`src/rtl/sync_upcount_ctl.sv`:
```
// Up-counter with IDLE/RUN/DONE control: one-shot or wrapping runs to MAX,
// synchronous clamped parallel load, sticky wrap flag.
module sync_upcount_ctl #(
  parameter int WIDTH = 4,
  parameter int MAX   = 15
) (
  input  logic             clk,
  input  logic             rst,
  input  logic             start,
  input  logic             en,
  input  logic             oneshot,
  input  logic             load,
  input  logic [WIDTH-1:0] load_val,
  output logic [WIDTH-1:0] q,
  output logic             busy,
  output logic             tc,
  output logic             done,
  output logic             ovf
);

  typedef enum logic [1:0] {
    IDLE = 2'd0,
    RUN  = 2'd1,
    DONE = 2'd2
  } state_t;

  localparam logic [WIDTH-1:0] MAX_V = WIDTH'(MAX);

  state_t           state_q, state_d;
  logic [WIDTH-1:0] cnt_q, cnt_d;
  logic             ovf_q, ovf_d;
  logic             at_max;

  assign at_max = (cnt_q == MAX_V);

  // NOTE: sequential state uses non-blocking (<=) so every register samples
  // the pre-edge values; blocking here would create order-dependent races.
  always_ff @(posedge clk or negedge rst) begin
    if (!rst) begin
      state_q <= IDLE;
      cnt_q   <= '0;
      ovf_q   <= 1'b0;
    end else begin
      state_q <= state_d;
      cnt_q   <= cnt_d;
      ovf_q   <= ovf_d;
    end
  end

  // NOTE: every next-state signal is given its hold value first so no path
  // through the branches leaves it unassigned (which would infer a latch).
  always_comb begin
    state_d = state_q;
    cnt_d   = cnt_q;
    ovf_d   = ovf_q;

    if (load) begin
      // Clamp keeps the count inside 0..MAX even for out-of-range loads.
      cnt_d = (load_val > MAX_V) ? MAX_V : load_val;
    end else if (start) begin
      cnt_d   = '0;
      ovf_d   = 1'b0;
      state_d = RUN;
    end else if (state_q == RUN && en) begin
      if (!at_max) begin
        cnt_d = cnt_q + 1'b1;
      end else if (oneshot) begin
        state_d = DONE;
      end else begin
        cnt_d = '0;
        ovf_d = 1'b1;
      end
    end
  end

  assign q    = cnt_q;
  assign busy = (state_q == RUN);
  assign done = (state_q == DONE);
  assign tc   = busy && at_max;
  assign ovf  = ovf_q;

endmodule

```
`config.mk`:
```
export PLATFORM = sky130hd
export DESIGN_NAME = sync_upcount_ctl
export DESIGN_NICKNAME = d
export VERILOG_FILES = /design/src/rtl/sync_upcount_ctl.sv
export SDC_FILE = /design/constraint.sdc
export NUM_CORES = 1
export LEC_CHECK = 0
export BUFFER_PORTS_ARGS = -buffer_cell sky130_fd_sc_hd__buf_2
export CELL_PAD_IN_SITES_DETAIL_PLACEMENT = 1
export CELL_PAD_IN_SITES_GLOBAL_PLACEMENT = 1
export CORE_AREA = 2 2 39 41
export CTS_BUF_LIST = sky130_fd_sc_hd__clkbuf_4 sky130_fd_sc_hd__clkbuf_8
export DETAILED_ROUTE_END_ITERATION = 12
export DIE_AREA = 0 0 41 43
export PLACE_DENSITY = 0.78
export SETUP_SLACK_MARGIN = 0.4
export SKIP_CTS_REPAIR_TIMING = 1
export SYNTH_ARGS = -nofsm -noshare
export SYNTH_HDL_FRONTEND = slang
export SYNTH_SLANG_ARGS = --single-unit
```
`constraint.sdc`:
```
create_clock -name clk -period 1.5 [get_ports clk]
set_input_delay 0.225 -clock clk [delete_from_list [all_inputs] [get_ports clk]]
set_output_delay 0.225 -clock clk [all_outputs]
set_load 0.005 [all_outputs]
```
==> reports/metrics.yaml <==
clocking:
  clock_sinks: 7
  ctsHtreeMaxLevel: 1
  clk_latency_ns: 0.25
  cts-root-buf: "clkbuf_4"
  clk_pin_slew_ns: 0.05
  cts_buffers: 3
  cts_tree: "yes"
  cts_buffer_depth: 2
grt:
  grt_max_degree: 12
  grt_pass1_wl_microns: 1900
  grtUsageTotal_pct: 16.4
  met2_usage_pct: 24.7
  grt_pass1_vias: 401
  gr-total-overflow: 0
  grt.met3_usage_pct: 3.14
  busiest_layer: "met2"
  use_met1_pct: 21.5
  antenna_found_initial: 0
sta:
  period_share_pct: 94.2
  setup_viol: 0
  fin_worst_skew_ns: 0.00161
  finalHoldViolCount: 0
  maxSlewHeadroom_pct: 77.0
  grt_setup_unrepaired: "yes"
  finalCriticalPeriod_ns: 1.41
  finalMaxSlewViolations: 0
  tightest_slew_ns: 0.343
  max_clock_freq_mhz: 708
synthesis:
  syn_inst: 45
  yosysWarningCount: 0
  synth.avg_cell_area_sq_um: 9.76
  yosys.area.top_type: "dfrtp_1"
  synth_top_area_share_pct: 39.9
  post_synth_num_cell_types: 24
  synth.net_count: 56
  synth_edf_count: 0
  synthArstFlopShare_pct: 100
  syn_area_sq_um: 439
  synth.top_cells.by_area: "dfrtp_1 40%, nand2_1 6.0%, o211ai_2 5.7%"
  ys_ff_latch: 7
  ys_seq_area_share_pct: 39.9
  synthFlopType: "dfrtp_1"
final_layout:
  syn_to_final_growth_pct: 59.3
  final_area_sq_um: 699
  drive_gt1_share_pct: 63.5
  final_core_util_pct: 50.5
  ff_latch_area_sq_um: 180
  n_antenna_cell: 0
  final_common_cell: "buf_2"
  final_cell_mix: "17 x buf_2, 8 x buf_4, 7 x nand2_1, 4 x clkbuf_4, 4 x dfrtp_2"
  nNetsFinal: 86
  multi_input_comb_area_sq_um: 310
  nFillCells: 166
flow_run:
  maxCapViolations: 0
place:
  gp_congestion: 0.714
  io_buffers: 17
  dpl.hpwl_microns: 964
  placed_area_sq_um: 552
route:
  ant_nets: 0
  wl_per_cell_microns: 18.0
  drtPass1Iterations: 3
  post-route-drc-count: 0
  initialDrtViolationCount: 7
  vias_per_cell: 5.31
  vias: 478
  drt_wl_total_microns: 1620
power:
  p_per_area_mw_per_mm2: 757
  p_total_uw: 529
  vdd_drop_max_v: 0.000359
  leakagePower_uw: 0.000309
die:
  io_pins: 18
  die_w_microns: 41
  coreArea_sq_mm: 0.00138
  start_util_pct: 31.7
  die-area_sq_mm: 0.00176
  row_count: 14
  fp.dieH_microns: 43
worst_setup_path:
  crit_path_start: "q[0]$_DFFE_PN0P_"
  crit_arrival_ns: 1.19
  critPathRequiredTime_ns: 1.27
  rr_startpoint: "q[0]$_DFFE_PN0P_"
  crit_fanout: 5
  reg2reg_slack_ns: 0.11
  cp-end-kind: "output pin"
  critPathKind: "register to output pin"
  start_kind: "register"
min_path:
  min-delay-start: "load_val[3]"
  hp-class: "primary input to register"
run_status:
  status: "finished clean"
## state kept, by name, summed over array words and instances, names as in the netlist
register,flops
q,4
state_q,2
ovf,1
## path summary, 6_finish.rpt
check | end | cells after the start
hold reg to reg | ovf$_DFFE_PN0P_ | 1
min in group asynchronous | ovf$_DFFE_PN0P_ | 2
setup reg to reg | q[2]$_DFFE_PN0P_ | 5
setup / recovery | tc | 4
hold / removal | q[3]$_DFFE_PN0P_ | 3
max in group asynchronous | q[3]$_DFFE_PN0P_ | 2
## stage by stage
step | std cells | setup WS (ns) | setup TNS [ns] | hold WS, ns
floorplan | 45 | 0.282 | 0 | -0.0706
global placement | 77 | 0.179 | 0 | 0.0658
detailed placement | 77 | 0.0840 | 0 | 0.0641
CTS | 81 | -0.123 | -0.123 | -0.208
global route | 90 | 0.0390 | 0 | 0.184
finish | 90 | 0.0866 | 0 | 0.175
## report_power, final
part,switching [uW],internal (uW),total [uW]
clock,69.6,120,189
combinational,60.8,60.0,121
sequential,18.4,201,219
total,149,380,529
## layout make-up
class | count | area share [%]
clock buffers | 4 | 4.29
inverters | 1 | 0.537
multi-input cells | 36 | 44.4
flip-flops and latches | 7 | 25.8
well taps | 16 | 2.86
repair buffers | 26 | 22.2
## cell families after synthesis
| logic type | synth area share [%] |
|---|---|
| AND/OR/NAND/NOR | 30.2 |
| AO/OA/AOI/OAI | 25.1 |
| flip-flops | 39.9 |
| buffers and inverters | 1.99 |
| adder cells (fa/ha/maj) | 2.85 |
## metal layers
| layer | vias to the layer above | share of wire, % |
|---|---|---|
| met5 | - | 0 |
| met4 | 0 | 0.87 |
| met3 | 2 | 2.0 |
| met2 | 14 | 52 |
| met1 | 236 | 45 |
| li1 | 226 | - |
## critical path, stage by stage, from the launching register on
cell and delay [ns]:
dfrtp_2 0.41, ha_4 0.19, nand3_4 0.09, nor3_2 0.11, buf_2 0.14
## Yosys cell counts (2+ instances only)
library cell,count
a211oi_1,2
nand4_1,2
nand2_1,7
nand2b_1,2
nor3_1,2
dfrtp_1,7
o211ai_2,2
nor2_1,3
o21a_1,2
nand3b_1,2
(Power assumes the default switching activity.)
